## config.mk

```make
export PLATFORM = sky130hd
export DESIGN_NAME = place_piece
export DESIGN_NICKNAME = d
export VERILOG_FILES = /design/src/rtl/place_piece.sv
export SDC_FILE = /design/constraint.sdc
export NUM_CORES = 1
export LEC_CHECK = 0
export CORE_MARGIN = 2
export CORE_UTILIZATION = 41
export DETAILED_ROUTE_END_ITERATION = 10
export SLEW_MARGIN = 25
export SYNTH_ARGS = -nofsm -noshare
export SYNTH_HDL_FRONTEND = slang
export SYNTH_SLANG_ARGS = --single-unit
```

## constraint.sdc

```tcl
create_clock -name clk -period 6.7 [get_ports clk]
set_input_delay 1.34 -clock clk [delete_from_list [all_inputs] [get_ports clk]]
set_output_delay 1.34 -clock clk [all_outputs]
set_load 0.005 [all_outputs]
```

## src/rtl/place_piece.sv

```systemverilog
// Board-RAM writer: scans a tetromino's 4x4 bounding box and writes (or erases)
// its four cells into the 10x24 board RAM, clipping cells that fall off the board.
module place_piece #(
  parameter int BOARD_W = 10,
  parameter int BOARD_H = 24
) (
  input  logic       clk,
  input  logic       reset,
  input  logic       start,
  input  logic [2:0] piece_type,
  input  logic [1:0] rotation,
  input  logic [3:0] piece_x,
  input  logic [4:0] piece_y,
  input  logic [5:0] colour,
  input  logic       erase,
  output logic [7:0] ram_addr,
  output logic [5:0] ram_data,
  output logic       ram_wren,
  output logic       busy,
  output logic       done
);

  typedef enum logic [1:0] {S_IDLE, S_SCAN, S_DONE} state_t;

  typedef struct packed {
    logic [3:0]  x;
    logic [4:0]  y;
    logic [5:0]  data;
    logic [15:0] mask;
  } piece_t;

  state_t     state;
  piece_t     pc;
  logic [3:0] k;

  function automatic logic [15:0] base_mask(input logic [2:0] t);
    case (t)
      3'd0:    base_mask = 16'h00F0;
      3'd1:    base_mask = 16'h0066;
      3'd2:    base_mask = 16'h0072;
      3'd3:    base_mask = 16'h0036;
      3'd4:    base_mask = 16'h0063;
      3'd5:    base_mask = 16'h0071;
      3'd6:    base_mask = 16'h0074;
      default: base_mask = 16'h0000;
    endcase
  endfunction

  // One clockwise quarter turn: (dx,dy) -> (3-dy, dx).
  function automatic logic [15:0] rot_cw(input logic [15:0] m);
    rot_cw = '0;
    for (int dy = 0; dy < 4; dy++)
      for (int dx = 0; dx < 4; dx++)
        rot_cw[dx*4 + (3-dy)] = m[dy*4 + dx];
  endfunction

  function automatic logic [15:0] rotate(input logic [15:0] m, input logic [1:0] r);
    rotate = m;
    for (int i = 0; i < 3; i++)
      if (i < int'(r)) rotate = rot_cw(rotate);
  endfunction

  // Board coordinates carry one extra bit so x+3 / y+3 never wrap.
  logic [4:0] bx;
  logic [5:0] by;
  logic [7:0] addr_calc;
  logic       hit;

  always_comb begin
    bx        = {1'b0, pc.x} + {3'b0, k[1:0]};
    by        = {1'b0, pc.y} + {4'b0, k[3:2]};
    hit       = pc.mask[k] && (bx < 5'(BOARD_W)) && (by < 6'(BOARD_H));
    addr_calc = 8'(by) * 8'(BOARD_W) + 8'(bx);
  end

  always_ff @(posedge clk) begin
    if (reset) begin
      state    <= S_IDLE;
      pc       <= '0;
      k        <= '0;
      ram_addr <= '0;
      ram_data <= '0;
      ram_wren <= 1'b0;
      busy     <= 1'b0;
      done     <= 1'b0;
    end else begin
      case (state)
        S_IDLE: begin
          done     <= 1'b0;
          ram_wren <= 1'b0;
          if (start) begin
            pc.x    <= piece_x;
            pc.y    <= piece_y;
            pc.data <= erase ? 6'd0 : colour;
            pc.mask <= rotate(base_mask(piece_type), rotation);
            k       <= '0;
            busy    <= 1'b1;
            state   <= S_SCAN;
          end
        end
        S_SCAN: begin
          // Address/data only move on a real write so they always hold a legal value.
          ram_wren <= hit;
          if (hit) begin
            ram_addr <= addr_calc;
            ram_data <= pc.data;
          end
          k <= k + 4'd1;
          if (k == 4'd15) state <= S_DONE;
        end
        S_DONE: begin
          ram_wren <= 1'b0;
          busy     <= 1'b0;
          done     <= 1'b1;
          state    <= S_IDLE;
        end
        default: state <= S_IDLE;
      endcase
    end
  end

endmodule

```

==> flow_summary_export.csv, run 1 <==
group,metric,value,unit
clocking,htreeDepth,2,
logic_synthesis,ys_ff_latch,54,
drt,antenna_left,0,
logic_synthesis,synth_ff_type,"dfxtp_1",
grt,first_global_vias,2315,
logic_synthesis,yosysMostFrequentCell,"dfxtp_1",
logic_synthesis,syn_avg_cell_area,8.716,µm²
floorplanning,fp.dieW,90.63,µm
clocking,post_cts_buffers,0,
drt,drtPass1Iterations,4,
clocking,clk_latency,0.31,ns
layout,n_antenna_cell,0,
drt,finalWirelength,6635,µm
worst_setup_path,critical_path.top_delay_family,"adder cells",
logic_synthesis,synthesis.area,3077,µm²
worst_setup_path,critPathBufInv,0,
grt,grt_max_degree,56,
outcome,status,"complete, no violations",
timing,rsz0062_at_grt,"false",
logic_synthesis,yosysSeqAreaShare,35.14,%
worst_setup_path,crit_slowest_cell,"fa_1",
timing,fin_setup_tns,0,ns
grt,grt_usage,16.43,%
clocking,root_buffer,"clkbuf_8",
logic_synthesis,yosys.area.top_type,"dfxtp_1",
drt,dr_total_vias,2494,
grt,grtUsageMet3,3.088,%
worst_setup_path,crit_type,"register to register",
clocking,clk_pin_slew,0.10,ns
timing,hold_violations,0,
grt,grt_busiest_layer,"met2",
logic_synthesis,synth_edf_count,0,
worst_setup_path,slowest_delay,0.47,ns
worst_setup_path,cpMostUsedCell,"ha_1",
layout,fin_util,49.61,%
timing,fmaxAchievable,0.3078,GHz
drt,drc,0,
floorplanning,core,7253,µm²
floorplanning,start_util,42.42,%
clocking,clock-sinks,54,
worst_setup_path,path_cells,"ha_1 > fa_1 > nand4b_1 > nand2_1 > ha_1 > ha_1 > a21o_1 > a21oi_1 > xor2_1 > xnor3_1 > a211oi_2",
timing,min_period,3.249,ns
floorplanning,design.portCount,41,
timing,slew_violations,0,
layout,area_growth,16.96,%
power_and_ir_drop,peakVddDrop,0.09465,mV
grt,grt_pass1_wl,11250,µm
clocking,clk_path_buf_depth,2,
worst_setup_path,cp_data_arrival_time,3.48,ns
power_and_ir_drop,powerDensity,186.6,nW/µm²
clocking,cts_buffers,5,
layout,fin_nets,422,
place,gp_congestion,0.7939,
hold_path,min_path_type,"register to register",
place,io_buffer_count,40,
logic_synthesis,synthCells,353,
timing,max_slew_margin,37.55,%
grt,overflow,0,
logic_synthesis,ys_top_cells_by_area,"dfxtp_1, ha_1, a21oi_1",
drt,wl_per_cell,13.88,µm
worst_setup_path,cp_max_fo,10,
clocking,cts.repair.resized,0,
logic_synthesis,synth_nets,397,
floorplanning,die-area,8213,µm²
run,drv_cap,0,
logic_synthesis,yosysTopAreaCellShare,35.14,%
logic_synthesis,async_reset_ff_share,0,%
worst_setup_path,worstSetupEndpointType,"register",
power_and_ir_drop,leakage,1.329,nW
timing,setup_violations,0,
drt,viasPerCell,5.218,
floorplanning,dieHeight,90.63,µm
timing,hold_ws,0.4553,ns
grt,antenna_found_initial,0,
worst_setup_path,required,6.93,ns
grt,grt_util_met1,23.49,%
timing,clock_skew,0.006314,ns
floorplanning,rows,31,
timing,worst_pin_slew,0.9368,ns
clocking,tritoncts,"yes",
timing,period_share,48.49,%
worst_setup_path,start_kind,"register",
logic_synthesis,yosysWarnings,0,
logic_synthesis,synth_common_cells,"dfxtp_1, nand2_1, a21oi_1",
logic_synthesis,ys_types,53,
grt,grt_use_met2,25.62,%
clocking,cts_hold_buf,0,
place,dp_hpwl,4650,µm
drt,drt_iter0_drc,75,
layout,drive_gt1_share,11.61,%
[worst paths after layout]
path | from | endpoint | slack [ns] | depth (start not counted)
worst max-delay path | k[2] | ram_addr[7] | 3.45 | 11
worst max register to register | k[2] | ram_addr[7] | 3.45 | 11
worst min register to register | pc[12] | pc[12] | 0.46 | 2
worst min-delay path | pc[12] | pc[12] | 0.46 | 2
[logic make-up (layout without fill, tap and decap cells)]
| logic type | count (synthesis) | after routing | synth area share [%] |
|---|---|---|---|
| adders and majority gates | 20 | 20 | 9.109 |
| buffers and inverters | 31 | 57 | 5.164 |
| xor gates and xnor gates | 12 | 12 | 4.108 |
| and+or+nand+nor | 141 | 141 | 22.49 |
| muxes | 7 | 7 | 3.904 |
| AOI/OAI and AO/OA | 88 | 88 | 20.09 |
| DFF | 54 | 54 | 35.14 |
[per-stage QoR]
step	area (µm²)	worst slack, ns	total power, mW	instances
3_5_place_dp	3488	3.482	0.4604	470
2_1_floorplan	3077	3.848	0.4276	353
4_1_cts	3598	3.434	0.6782	478
3_3_place_gp	3488	3.592	0.4588	470
5_1_grt	3598	3.255	0.7061	478
6_report	3598	3.451	0.6716	478
[final cells by class]
class                           instances  area [µm²]
Fill cell                             706        3655
Timing Repair Buffer                   43       417.9
Clock buffer                            6       72.57
Sequential cell                        54        1081
Clock inverter                          2       37.54
Multi-Input combinational cell        268        1843
Tap cell                               99       123.9
Inverter                                6       22.52
[placed cells by master (no fill, tap or decap), drive strengths merged, types with 2 or more instances in the layout]
master and count:
a211oi 6, a21boi 3, a21o 3, a21oi 48
a22oi 2, a311oi 3, and3 4, buf 4
clkbuf 6, clkdlybuf4s50 39, dfxtp 54, fa 4
ha 16, inv 5, mux2i 3, mux4 4
nand2 49, nand2b 8, nand3 25, nand3b 9
nand4 4, nor2 28, nor2b 2, nor3 7
nor3b 2, o21ai 15, xnor2 4, xor2 7
[where the power goes]
group	internal [mW]	switching [mW]	total, mW
logic	0.0470	0.0610	0.108
registers	0.333	0.0115	0.344
clock network	0.112	0.108	0.219
[flip-flops by register name, summed over array words and instances, names as in the netlist]
| signal | cells |
|---|---|
| ram_addr | 8 |
| state | 2 |
| pc | 31 |
| done | 1 |
| ram_wren | 1 |
| busy | 1 |
| k | 4 |
| ram_data | 6 |
[worst register-to-register path: cells and delay by family, from the launching register on]
| family | cells | cell delay (ns) |
|---|---|---|
| adders and majority gates | 4 | 1.37 |
| xor gates and xnor gates | 2 | 0.59 |
| AOI/OAI and AO/OA | 3 | 0.52 |
| DFF | 1 | 0.44 |
| and+or+nand+nor | 2 | 0.26 |
[per-layer routing]
metal	vias up	wire length, µm
li1	1293	-
met1	1165	3371
met3	5	166
met2	31	3033
met4	0	65
met5	-	0
No activity file was read; power rests on OpenSTA's default activity.
==> inputs of run 2 (changes only) <==
- clock period: 6.7 -> 2.6 ns (I/O delays scaled with it)
==> run 2 against run 1 <==
  * The run now ends with negative setup slack left
  * Total power rose to 2.9 times the previous value
  * Core utilization up 7.1 points
  * Clock power rose to 3.2 times the previous value
  * Hold slack better by 0.0017 ns
  * Global-route usage up 1.5 points
  * Final cell count up 6.9%
  * Maximum frequency up 20%
  * Register-to-register slack worse by 3.6 ns
  * Non-clock buffer count up 33
  * Sequential cell count unchanged
  * Critical path type unchanged
  * Critical endpoint is now ram_addr[6]
  * Largest cell class unchanged
  * Highest routed layer unchanged
==> flow_summary_export.csv, run 2 (same netlist as run 1, synthesis figures left out) <==
group,metric,value,unit
layout,top_regs,"pc x31, ram_addr x8, ram_data x6",
layout,layout_commonest_cell,"dfxtp_1",
layout,postLayoutCellArea,4115,µm²
clocking,cts_buffers,5,
outcome,status,"complete, but fails checks",
timing,setup_violations,2,
clocking,clock-sinks,54,
worst_setup_path,crit_slowest_cell,"fa_2",
worst_setup_path,r2r_cells,12,
worst_setup_path,rr_endpoint,"ram_addr[6]",
worst_setup_path,worstSetupEndpointType,"register",
drt,finalWirelength,7025,µm
timing,period_share,104.4,%
floorplanning,core,7253,µm²
floorplanning,dieHeight,90.63,µm
drt,wl_per_cell,13.75,µm
outcome,failed_checks,"negative setup slack",
grt,first_global_vias,2573,
clocking,tritoncts,"yes",
layout,drive_gt1_share,26.21,%
drt,drtPass1Iterations,4,
worst_setup_path,path_depth,12,
clocking,clk_path_buf_depth,2,
worst_setup_path,cp_data_arrival_time,2.89,ns
worst_setup_path,critPathBufInv,1,
grt,grt_busiest_layer,"met2",
power_and_ir_drop,leakage,1.529,nW
drt,antenna_left,0,
drt,viasPerCell,5.215,
worst_setup_path,start_kind,"register",
hold_path,worstHoldStart,"pc[18]",
clocking,clk_pin_slew,0.10,ns
power_and_ir_drop,powerDensity,470.7,nW/µm²
clocking,cts_hold_buf,0,
timing,rsz0062_at_grt,"true",
place,io_buffer_count,40,
layout,fin_util,56.74,%
grt,grt_max_degree,35,
grt,grtUsageMet3,2.337,%
worst_setup_path,r2r-start,"k[3]",
floorplanning,start_util,42.42,%
worst_setup_path,slowest_delay,0.57,ns
hold_path,holdPathStages,2,
hold_path,min_path_type,"register to register",
grt,antenna_found_initial,0,
layout,fillerInstances,692,
floorplanning,design.portCount,41,
run,drv_cap,0,
worst_setup_path,cp_max_fo,3,
timing,max_slew_margin,55.89,%
floorplanning,die-area,8213,µm²
clocking,root_buffer,"clkbuf_8",
worst_setup_path,crit_start,"k[3]",
layout,largest_reg_flops,31,
drt,drc,0,
layout,regMostFlops,"pc",
layout,fin_nets,455,
timing,slew_violations,0,
timing,clock_skew,0.006402,ns
grt,grt_usage,17.92,%
timing,hold_violations,0,
timing,worst_pin_slew,0.6597,ns
layout,n_antenna_cell,0,
place,dp_cells,497,
layout,finalNonFillerCells,511,
place,placed_area,3846,µm²
worst_setup_path,critical_path.top_delay_family,"adder cells",
place,dp_slack,-0.1098,ns
drt,drt_iter0_drc,87,
worst_setup_path,crit_end,"ram_addr[6]",
worst_setup_path,cpMostUsedCell,"ha_4",
drt,dr_total_vias,2665,
place,gp_congestion,0.8005,
grt,grt_use_met2,30.35,%
clocking,clk_latency,0.30,ns
timing,fmaxAchievable,0.3685,GHz
worst_setup_path,path_cells,"ha_4 > a21o_1 > nand2_2 > xnor2_4 > ha_4 > ha_4 > fa_2 > buf_4 > o21ai_1 > a21oi_1 > xnor2_1 > o31ai_1",
power_and_ir_drop,peakVddDrop,0.2874,mV
clocking,htreeDepth,2,
grt,overflow,0,
grt,grt_pass1_wl,12250,µm
timing,min_period,2.714,ns
worst_setup_path,crit_type,"register to register",
floorplanning,rows,31,
timing,layout_setup_ws,-0.1141,ns
layout,area_growth,33.75,%
worst_setup_path,required,2.78,ns
floorplanning,fp.dieW,90.63,µm
place,dp_hpwl,5141,µm
layout,final_cell_mix,"dfxtp_1, nand2_1, clkdlybuf4s50_1, a21oi_1, buf_4",
worst_setup_path,reg2reg_slack,-0.11,ns
timing,fin_setup_tns,-0.2268,ns
grt,grt_util_met1,24.20,%
==> run 2: metrics by stage <==
stage / hold slack (ns) / total power [mW]
finish: 0.4570 / 1.937
CTS: 0.4590 / 1.945
floorplan: 0.4287 / 1.120
global route: 0.4839 / 2.029
detailed placement: 0.4460 / 1.253
global placement: 0.4369 / 1.245
==> run 2: final cells by class <==
class / count / area [µm²] / share of cell area, %
Clock inverter: 2 / 60.06 / 1.459
Timing Repair Buffer: 76 / 703.2 / 17.09
Inverter: 6 / 22.52 / 0.5473
Tap cell: 99 / 123.9 / 3.010
Multi-Input combinational cell: 268 / 2032 / 49.38
Sequential cell: 54 / 1091 / 26.51
Clock buffer: 6 / 82.58 / 2.007
==> run 2: per-layer routing <==
metal	wire [µm]	vias up
li1	-	1360
met1	3405	1268
met2	3409	32
met3	135	5
met4	74	0
met5	0	-
==> run 2: how the worst min path moves through the flow <==
| stage | end | slack [ns] |
|---|---|---|
| 6_report | pc[18] | 0.46 |
| 5_1_grt | pc[16] | 0.48 |
| 4_1_cts | pc[3] | 0.46 |
| 3_5_place_dp | pc[3] | 0.45 |
| 3_3_place_gp | pc[8] | 0.44 |
| 2_1_floorplan | pc[12] | 0.43 |
==> run 2: repair_timing <==
action	4_1_cts	5_1_grt
resized for setup	8	9
gates cloned	0	0
setup buffers	3	3
endpoints found under the setup margin	3	4
pin swaps	6	6
==> run 2: where the power goes <==
part	switching, mW	internal (mW)
Sequential	0.0279	0.857
Clock	0.279	0.411
Combinational	0.182	0.180
==> run 2: worst min-delay path: cells and delay by family, from the launching register on <==
| family | cells | cell delay (ns) |
|---|---|---|
| flip-flops | 1 | 0.32 |
| AND/OR/NAND/NOR | 1 | 0.05 |
| AO/OA/AOI/OAI | 1 | 0.05 |
==> inputs of run 3 (changes only) <==
- ABC_AREA: not set -> 1
==> run 3 against run 2 <==
  * The run still ends with negative setup slack left
  * First-iteration DRC count increased by 34%
  * Critical endpoint unchanged
  * Design area down 3.6%
  * Worst setup slack better by 0.014 ns
  * Hold slack gained 0.013 ns
  * Critical path depth grew 2
  * Maximum frequency up 0.53%
  * Via count up 11%
  * Core utilization decreased by 2.3 points
  * Synthesized cell count grew 26%
  * Register-to-register slack is essentially flat
  * Largest cell class unchanged
  * Clock power is 26% lower
  * Clock skew grew 0.00060 ns
==> flow_summary_export.csv, run 3 <==
group,metric,value,unit
logic_synthesis,synthesis.area,3118,µm²
timing,layout_setup_ws,-0.09987,ns
worst_setup_path,cp_max_fo,3,
place,dp_hpwl,5505,µm
floorplanning,start_util,42.76,%
floorplanning,fp.dieW,91.21,µm
grt,grt_max_degree,44,
grt,first_global_vias,2848,
logic_synthesis,yosysSeqAreaShare,34.67,%
worst_setup_path,crit_type,"register to register",
clocking,cts_buffers,5,
grt,antenna_found_initial,0,
clocking,tritoncts,"yes",
logic_synthesis,synth_common_cells,"nand2_1, dfxtp_1, nor2_1",
logic_synthesis,synth_ff_type,"dfxtp_1",
layout,final_cell_mix,"nand2_1, nor2_1, dfxtp_1, nand3_1, inv_1",
worst_setup_path,cp_data_arrival_time,2.92,ns
outcome,failed_checks,"negative setup slack",
outcome,status,"complete, but fails checks",
clocking,root_buffer,"clkbuf_8",
worst_setup_path,start_kind,"register",
layout,postLayoutCellArea,3968,µm²
drt,drt_iter0_drc,117,
logic_synthesis,ys_types,33,
run,drv_cap,0,
clocking,cts_hold_buf,0,
clocking,clk_latency,0.31,ns
floorplanning,rows,31,
drt,wl_per_cell,12.19,µm
drt,viasPerCell,4.928,
power_and_ir_drop,total_power,1.929,mW
floorplanning,core,7292,µm²
power_and_ir_drop,clockPowerShare,26.4,%
layout,regMostFlops,"pc",
logic_synthesis,ys_top_cells_by_area,"dfxtp_1, nand2_1, nand3_1",
layout,layout_commonest_cell,"nand2_1",
place,placed_area,3771,µm²
layout,fillerInstances,764,
layout,drive_gt1_share,16.14,%
power_and_ir_drop,pwr-share-comb,26.2,%
layout,top_regs,"pc x31, ram_addr x8, ram_data x6",
timing,min_period,2.700,ns
layout,area.sequential,1091,µm²
timing,period_share,103.8,%
drt,dr_total_vias,2962,
layout,fin_nets,545,
timing,rsz0062_at_grt,"true",
logic_synthesis,yosysMostFrequentCell,"nand2_1",
floorplanning,dieHeight,91.21,µm
clocking,htreeDepth,2,
power_and_ir_drop,switching_share,32.30,%
floorplanning,design.portCount,41,
layout,multi_input_area,1866,µm²
logic_synthesis,synth_edf_count,0,
drt,drc,0,
power_and_ir_drop,switchingPower,0.6230,mW
power_and_ir_drop,leakage,1.706,nW
timing,hold_violations,0,
power_and_ir_drop,peakVddDrop,0.2428,mV
power_and_ir_drop,powerDensity,486.2,nW/µm²
logic_synthesis,yosys.area.top_type,"dfxtp_1",
place,io_buffer_count,40,
layout,largest_reg_flops,31,
hold_path,min_path_type,"register to register",
logic_synthesis,async_reset_ff_share,0,%
worst_setup_path,required,2.82,ns
timing,fin_setup_tns,-0.2175,ns
logic_synthesis,yosysTopAreaCellShare,34.67,%
clocking,clk_pin_slew,0.11,ns
timing,clock_skew,0.007005,ns
worst_setup_path,worstSetupEndpointType,"register",
grt,grt_pass1_wl,12740,µm
timing,worst_pin_slew,0.4648,ns
timing,slew_violations,0,
place,dp_slack,-0.1423,ns
drt,drtPass1Iterations,4,
clocking,clock-sinks,54,
clocking,clk_path_buf_depth,2,
timing,fmaxAchievable,0.3704,GHz
grt,grt_usage,18.33,%
timing,max_slew_margin,68.98,%
layout,area_growth,27.25,%
floorplanning,die-area,8318,µm²
logic_synthesis,syn_avg_cell_area,7.007,µm²
logic_synthesis,ys_ff_latch,54,
worst_setup_path,reg2reg_slack,-0.1,ns
grt,overflow,0,
power_and_ir_drop,p_seq_share,47.4,%
drt,finalWirelength,7328,µm
power_and_ir_drop,p_int,1.306,mW
logic_synthesis,synthCells,445,
logic_synthesis,yosysWarnings,0,
logic_synthesis,synth_nets,489,
timing,setup_violations,3,
place,gp_congestion,0.8892,
drt,antenna_left,0,
layout,n_antenna_cell,0,
[run 3: cell families (layout without fill, tap and decap cells)]
family | Yosys count | in the layout | synth area share [%]
AND/OR/NAND/NOR | 225 | 225 | 32.22
AO/OA/AOI/OAI | 74 | 74 | 12.96
buffers and inverters | 66 | 123 | 9.470
flip-flops | 54 | 54 | 34.67
adder cells (fa/ha/maj) | 20 | 20 | 8.989
XOR/XNOR | 6 | 6 | 1.685
[run 3: area by class of cell]
class	instances	share of cell area, %
inverter	49	4.699
tap	99	3.122
sequential	54	27.50
multi-input combinational	325	47.02
timing repair buffer	66	15.20
clock inverter	3	0.7253
clock buffer	5	1.734
[run 3: critical path: stages (launching register included)]
cell,delay [ns]
dfxtp_4,0.38
buf_4,0.14
fa_2,0.56
ha_4,0.21
ha_4,0.16
fa_1,0.56
nand2_1,0.07
inv_1,0.07
nand4_1,0.09
nand3_1,0.09
nand2_1,0.05
nand2_1,0.05
nand3_1,0.07
nand2_1,0.08
nor2_1,0.04
[run 3: final timing paths]
kind | cells past startpoint | to | startpoint
max reg2reg | 14 | ram_addr[6] | k[3]
min | 2 | pc[3] | pc[3]
min reg2reg | 2 | pc[3] | pc[3]
max | 14 | ram_addr[6] | k[3]
[run 3: metal layers]
metal,track usage (%),vias up,routed length (µm),share of wire (%)
li1,-,1564,-,-
met1,24.12,1340,3478,47
met2,31.91,50,3519,48
met3,3.071,8,280,3.8
met4,3.157,0,51,0.70
met5,0,-,0,0
[run 3: what timing repair did]
action,4_1_cts,5_1_grt
endpoints found under the hold margin,0,0
gates resized for setup,9,14
pin swaps,3,8
buffers inserted,0,2
endpoints found under the setup margin,3,4
[run 3: power groups by stage]
stage	Combinational [mW]	Sequential (mW)	Clock, mW
floorplan	0.324	0.926	0
global placement	0.480	0.930	0
detailed placement	0.484	0.931	0
CTS	0.494	0.913	0.528
global route	0.574	0.921	0.564
finish	0.505	0.914	0.510
[run 3: per-stage QoR]
| step | hold slack [ns] | std cells | utilization [%] |
|---|---|---|---|
| 6_report | 0.4704 | 601 | 54.41 |
| 5_1_grt | 0.4942 | 601 | 54.41 |
| 4_1_cts | 0.4690 | 599 | 53.45 |
| 3_5_place_dp | 0.4497 | 591 | 51.72 |
| 3_3_place_gp | 0.4506 | 591 | 51.72 |
| 2_1_floorplan | 0.4371 | 445 | - |
